==> config.mk <==
export PLATFORM = sky130hd
export DESIGN_NAME = bus_arbiter
export DESIGN_NICKNAME = d
export VERILOG_FILES = /design/src/rtl/bus_arbiter.sv
export SDC_FILE = /design/constraint.sdc
export NUM_CORES = 1
export LEC_CHECK = 0
export CAP_MARGIN = 20
export CORE_AREA = 2 2 123 125
export DETAILED_ROUTE_END_ITERATION = 12
export DIE_AREA = 0 0 125 127
export PLACE_DENSITY = 0.79
export SLEW_MARGIN = 20
export SYNTH_ARGS = -nofsm -noshare
export SYNTH_HDL_FRONTEND = slang
export SYNTH_SLANG_ARGS = --single-unit
==> constraint.sdc <==
create_clock -name clk -period 5.11 [get_ports clk]
set_clock_uncertainty 0.15 [all_clocks]
set_input_delay 1.022 -clock clk [delete_from_list [all_inputs] [get_ports clk]]
set_output_delay 1.022 -clock clk [all_outputs]
set_load 0.01 [all_outputs]
==> src/rtl/bus_arbiter.sv <==
`default_nettype none
// ============================================================================
// Module   : bus_arbiter
// Purpose  : Two-requester round-robin arbiter onto a single memory bus,
//            with per-transaction timeout and registered response data.
// Revision : 1.0 - initial release
// ============================================================================
module bus_arbiter #(
  parameter int TIMEOUT = 255
) (
  input  logic        clk,
  input  logic        rst,
  input  logic [31:0] m0_addr,
  input  logic [3:0]  m0_lanes,
  input  logic [31:0] m0_dout,
  input  logic        m0_wr,
  input  logic        m0_valid,
  output logic [31:0] m0_din,
  output logic        m0_ready,
  output logic        m0_err,
  input  logic [31:0] m1_addr,
  input  logic [3:0]  m1_lanes,
  input  logic [31:0] m1_dout,
  input  logic        m1_wr,
  input  logic        m1_valid,
  output logic [31:0] m1_din,
  output logic        m1_ready,
  output logic        m1_err,
  output logic [31:0] bus_addr,
  output logic [3:0]  bus_lanes,
  output logic [31:0] bus_dout,
  output logic        bus_wr,
  output logic        bus_valid,
  input  logic [31:0] bus_din,
  input  logic        bus_ready
);

  localparam int c_CNT_W = (TIMEOUT > 255) ? $clog2(TIMEOUT + 1) : 8;
  // Counter holds completed BUSY cycles, so the last allowed cycle is TIMEOUT-1.
  localparam logic [c_CNT_W-1:0] c_CNT_LAST = c_CNT_W'(TIMEOUT - 1);

  typedef enum logic [1:0] {
    S_IDLE = 2'd0,
    S_BUSY = 2'd1,
    S_RESP = 2'd2
  } state_t;

  state_t               r_state;
  state_t               w_next;
  logic                 r_gnt;
  logic                 r_last;
  logic [c_CNT_W-1:0]   r_cnt;
  logic [31:0]          r_din0;
  logic [31:0]          r_din1;
  logic                 r_err0;
  logic                 r_err1;
  logic                 w_grant;
  logic                 w_done_ok;
  logic                 w_done_tmo;
  logic                 w_busy;

  always_comb begin
    w_next     = r_state;
    w_grant    = r_gnt;
    w_done_ok  = 1'b0;
    w_done_tmo = 1'b0;
    case (r_state)
      S_IDLE: begin
        if (m0_valid || m1_valid) begin
          w_next  = S_BUSY;
          w_grant = (m0_valid && m1_valid) ? ~r_last : m1_valid;
        end
      end
      S_BUSY: begin
        if (bus_ready) begin
          w_next    = S_RESP;
          w_done_ok = 1'b1;
        end else if (r_cnt == c_CNT_LAST) begin
          w_next     = S_RESP;
          w_done_tmo = 1'b1;
        end
      end
      S_RESP:  w_next = S_IDLE;
      default: w_next = S_IDLE;
    endcase
  end

  always_ff @(posedge clk or negedge rst) begin
    if (!rst) begin
      r_state <= S_IDLE;
      r_gnt   <= 1'b0;
      r_last  <= 1'b1;
      r_cnt   <= '0;
      r_din0  <= '0;
      r_din1  <= '0;
      r_err0  <= 1'b0;
      r_err1  <= 1'b0;
    end else begin
      r_state <= w_next;
      if (r_state == S_IDLE && w_next == S_BUSY) begin
        r_gnt  <= w_grant;
        r_last <= w_grant;
        r_cnt  <= '0;
      end else if (r_state == S_BUSY) begin
        r_cnt <= r_cnt + 1'b1;
      end
      // Response data is captured even for writes; the requester ignores it.
      if (w_done_ok || w_done_tmo) begin
        if (r_gnt) begin
          r_din1 <= w_done_ok ? bus_din : 32'd0;
          r_err1 <= w_done_tmo;
        end else begin
          r_din0 <= w_done_ok ? bus_din : 32'd0;
          r_err0 <= w_done_tmo;
        end
      end
    end
  end

  assign w_busy    = (r_state == S_BUSY);
  assign bus_valid = w_busy;
  assign bus_addr  = w_busy ? (r_gnt ? m1_addr  : m0_addr)  : 32'd0;
  assign bus_lanes = w_busy ? (r_gnt ? m1_lanes : m0_lanes) : 4'd0;
  assign bus_dout  = w_busy ? (r_gnt ? m1_dout  : m0_dout)  : 32'd0;
  assign bus_wr    = w_busy ? (r_gnt ? m1_wr    : m0_wr)    : 1'b0;

  assign m0_ready = (r_state == S_RESP) && !r_gnt;
  assign m1_ready = (r_state == S_RESP) &&  r_gnt;
  assign m0_din   = r_din0;
  assign m1_din   = r_din1;
  assign m0_err   = r_err0;
  assign m1_err   = r_err1;

endmodule
`default_nettype wire

# == Word-level counts from Yosys, hierarchy flattened ==
# Cells that the tools add are included.
# totals
regBits,78
input_bits,175
out_inout_bits,138
word_cells,49
# classes
addsub,1
n_eq_ne,4
n_mux,23
n_bitwise,2
n_reduce_logical,11
# ops
cell,n
$mux 32,5
$mux 8,2
$mux 1,10
$add 8x1->8 const B,1
$eq 8x8->1 const B,1
$mux 4,2
$mux 2,3
$eq 2x1->1 const B,2
$logic_and 1x1->1,4
$pmux 2 s2,1
$reduce_and 2->1,2
$eq 2x2->1 const B,1
$logic_not 2->1,1
$logic_or 1x1->1,2
$not 1->1,2
$reduce_bool 2->1,1
$logic_not 1->1,1

# == Longest topological paths before layout ==
# depth
ltp_word,7
ltp_mapped,7
ltp_nobuf,5

# == Least setup slack after synthesis ==
# Ideal clock, no wire load.
# synth_timing
kind,register -> output
from,register r_state[1]
to,output bus_addr[25]
arrival_ns,1.272
required_ns,3.938
setup_slack_ns,2.666
path_stages_with_launch,7
n_path_buf,4
cell_sequence,dfrtp_1 -> buf_6 -> nand2b_4 -> buf_6 -> buf_2 -> buf_1 -> nor2_1
# synth_via
elab_chain_len,2
# synth_rtl
item,line_no,source
from (decl),48,state_t r_state;
from (signal assigned),99,r_state <= w_next;
$eq 2x1->1,120,assign w_busy = (r_state == S_BUSY);
$mux 32,122,assign bus_addr = w_busy ? (r_gnt ? m1_addr : m0_addr) : 32'd0;
to (decl),29,"output logic [31:0] bus_addr,"
# No other way between the ends.

# == Worst setup path after layout ==
# layout_timing
from,register r_gnt
to,output bus_addr[3]
# layout_via
elab_chain_len,2
# layout_rtl
item,line_no,source
from (decl),50,logic r_gnt;
from (signal assigned),101,r_gnt <= w_grant;
$mux 32 (2 in series),122,
# No other way between the ends.

==> results.json <==
{
  "period_share": 0.745,
  "fin_tns_setup_ps": 0,
  "rsz0062_at_grt": "no",
  "first_pass_iters": 4,
  "worst-setup-path-type": "reg -> out",
  "instances_no_fill": 985,
  "synth_fp_nets": 690,
  "cts_buffer_depth": 2,
  "power_density_nw_per_um2": 503,
  "fmax_mhz": 263,
  "postSynthAreaPerCell_um2": 9.15,
  "grt_pass1_vias": 5054,
  "critPathCaptureType": "output port",
  "ys_async_sr_fraction": 1.00,
  "gp_congestion": 0.827,
  "peakVddDrop_mv": 0.272,
  "worst-endpoint-arrival_ps": 2630,
  "hold_viol": 0,
  "start_kind": "flip-flop",
  "cts_tree": "done",
  "htree_levels": 3,
  "synth_seq_area_share": 0.416,
  "drt_wl_total_um": 18100,
  "place_ws_ps": 1570,
  "placement.io_buffers": 312,
  "cp_max_fo": 57,
  "cts.sinks": 78,
  "hpwl_um": 13200,
  "worstMarginPinSlew_ps": 935,
  "synth-seq-cells": 78,
  "rows": 44,
  "area_growth_pct": 74.2,
  "via_count": 4933,
  "ant_nets": 0,
  "core_area_um2": 14400,
  "synth_edf_count": 0,
  "cellLeakagePower_nw": 3.28,
  "vias_per_cell": 5.01,
  "post-cts-setup-buffers": 0,
  "die_h_um": 127,
  "route.detailed.drc": 0,
  "holdBufCountCts": 0,
  "wl_per_cell_um": 18.4,
  "overflow": 0,
  "ctsResizeCount": 0,
  "finalSetupViolCount": 0,
  "path_clk_slew_ps": 60,
  "grt_pass1_wl_um": 27900,
  "die-area_um2": 15900,
  "clock_latency_ps": 340,
  "drive_above_1_share": 0.0350,
  "clock-root-buffer": "clkbuf_16",
  "cts_buffers": 9,
  "fin_crit_ps": 3810,
  "yosys_warnings": 0,
  "die_w_um": 125,
  "ys.flop_type": "dfrtp_1",
  "p_total_mw": 4.11,
  "synth_cells": 513,
  "finalMaxSlewViolations": 0,
  "ioPinCount": 313,
  "hold_class": "reg -> reg",
  "layout_setup_ws_ps": 1300,
  "status": "finished, final reports clean",
  "start_util": 0.325,
  "cap_violations": 0,
  "synth_cell_types": 39,
  "grt.total_usage": 0.222,
  "drt-initial-drc-count": 228,
  "finalNetCount": 973,
  "antenna_found_initial": 2,
  "slew_headroom": 0.376,
  "synth_area_um2": 4690,
  "critPathRequiredTime_ps": 3940,
  "grt_max_degree": 81,
  "dp.cells": 969
}
==> worst paths after layout <==
| kind | from | end | slack, ps | cells after the start |
|---|---|---|---|---|
| max reg2reg | r_gnt | m0_err | 2660 | 4 |
| max in group asynchronous | rst | r_gnt | 3690 | 1 |
| min | r_cnt[7] | r_cnt[7] | 350 | 1 |
| min in group asynchronous | rst | m0_din[8] | 580 | 1 |
| max | r_gnt | bus_addr[3] | 1300 | 4 |
| min reg2reg | r_cnt[7] | r_cnt[7] | 350 | 1 |
==> routing by layer <==
metal  up-vias  global-route usage  wire [um]
li1       2392                   -          -
met1      2296               0.250       6740
met2       222               0.391       9170
met3        23              0.0821       1830
met4         0              0.0725        358
met5         -                   0          0
==> layout by cell type, fill, tap and decap left out, types with 2 or more instances in the layout <==
cell type	count
a21oi_1	6
o31ai_1	2
clkbuf_16	9
clkbuf_1	2
ha_1	2
diode_2	2
or3_1	4
inv_1	5
nand2_1	4
nand3b_1	2
nor2_1	73
clkdlybuf4s50_1	310
clkbuf_8	2
dfrtp_1	76
nand3_1	3
buf_4	8
nand2b_1	64
mux2i_1	70
o21ai_0	68
a22oi_1	64
==> logic make-up after synthesis <==
| family | share of synthesized area |
|---|---|
| fa+ha+maj | 0.00533 |
| simple gates | 0.179 |
| xor+xnor | 0.00187 |
| mux | 0.149 |
| flops | 0.416 |
| compound gates | 0.196 |
| buf+inv | 0.0520 |
==> final cells by class <==
cell class	count	area, um2
clock inverter	1	7.51
timing repair buffer	320	3180
fill	1303	6250
antenna	2	5.00
multi-input combinational	382	2520
clock buffer	13	260
sequential	78	1960
tap	184	230
inverter	5	18.8
==> worst max-delay path, stage by stage (launching register included) <==
cell and delay [ps]:
dfrtp_4 1030, buf_4 380, mux2i_1 210, nor2_1 50, clkdlybuf4s50_1 570
==> Yosys cell counts (2+ instances only) <==
master	instances	area share
dfrtp_1	77	0.41
nand2_1	4	0.0032
nor2_1	74	0.059
a21oi_1	6	0.0064
a22oi_1	64	0.10
or3_1	4	0.0053
clkbuf_1	19	0.015
buf_6	2	0.0048
nand2b_1	64	0.085
o31ai_1	2	0.0032
mux2i_1	70	0.15
nand3_1	3	0.0032
ha_1	2	0.0053
inv_1	5	0.0040
buf_2	22	0.023
buf_1	3	0.0024
clkbuf_2	2	0.0021
nand3b_1	2	0.0032
o21ai_0	68	0.073
==> registers in the layout, indices dropped and copies added (netlist names) <==
signal,count
m1_err,1
r_state,2
m1_din,32
r_last,1
m0_err,1
r_gnt,1
m0_din,32
r_cnt,8
==> report_power, final <==
group / leakage (nW) / switching, mW / internal (mW)
Clock: 0.128 / 0.236 / 0.350
Sequential: 0.821 / 0.306 / 0.852
Combinational: 2.33 / 1.03 / 1.34
Total: 3.28 / 1.57 / 2.54
==> metrics by stage <==
step | instance area [um2] | hold slack, ps | utilization
after CTS | 8170 | 349 | 0.566
after global routing | 8180 | 373 | 0.567
after detailed placement | 7900 | 341 | 0.548
after global placement | 7900 | 311 | 0.548
after floorplan | 4690 | 293 | -
final | 8180 | 348 | 0.567
Note: power is estimated with default switching activity, not from simulation.
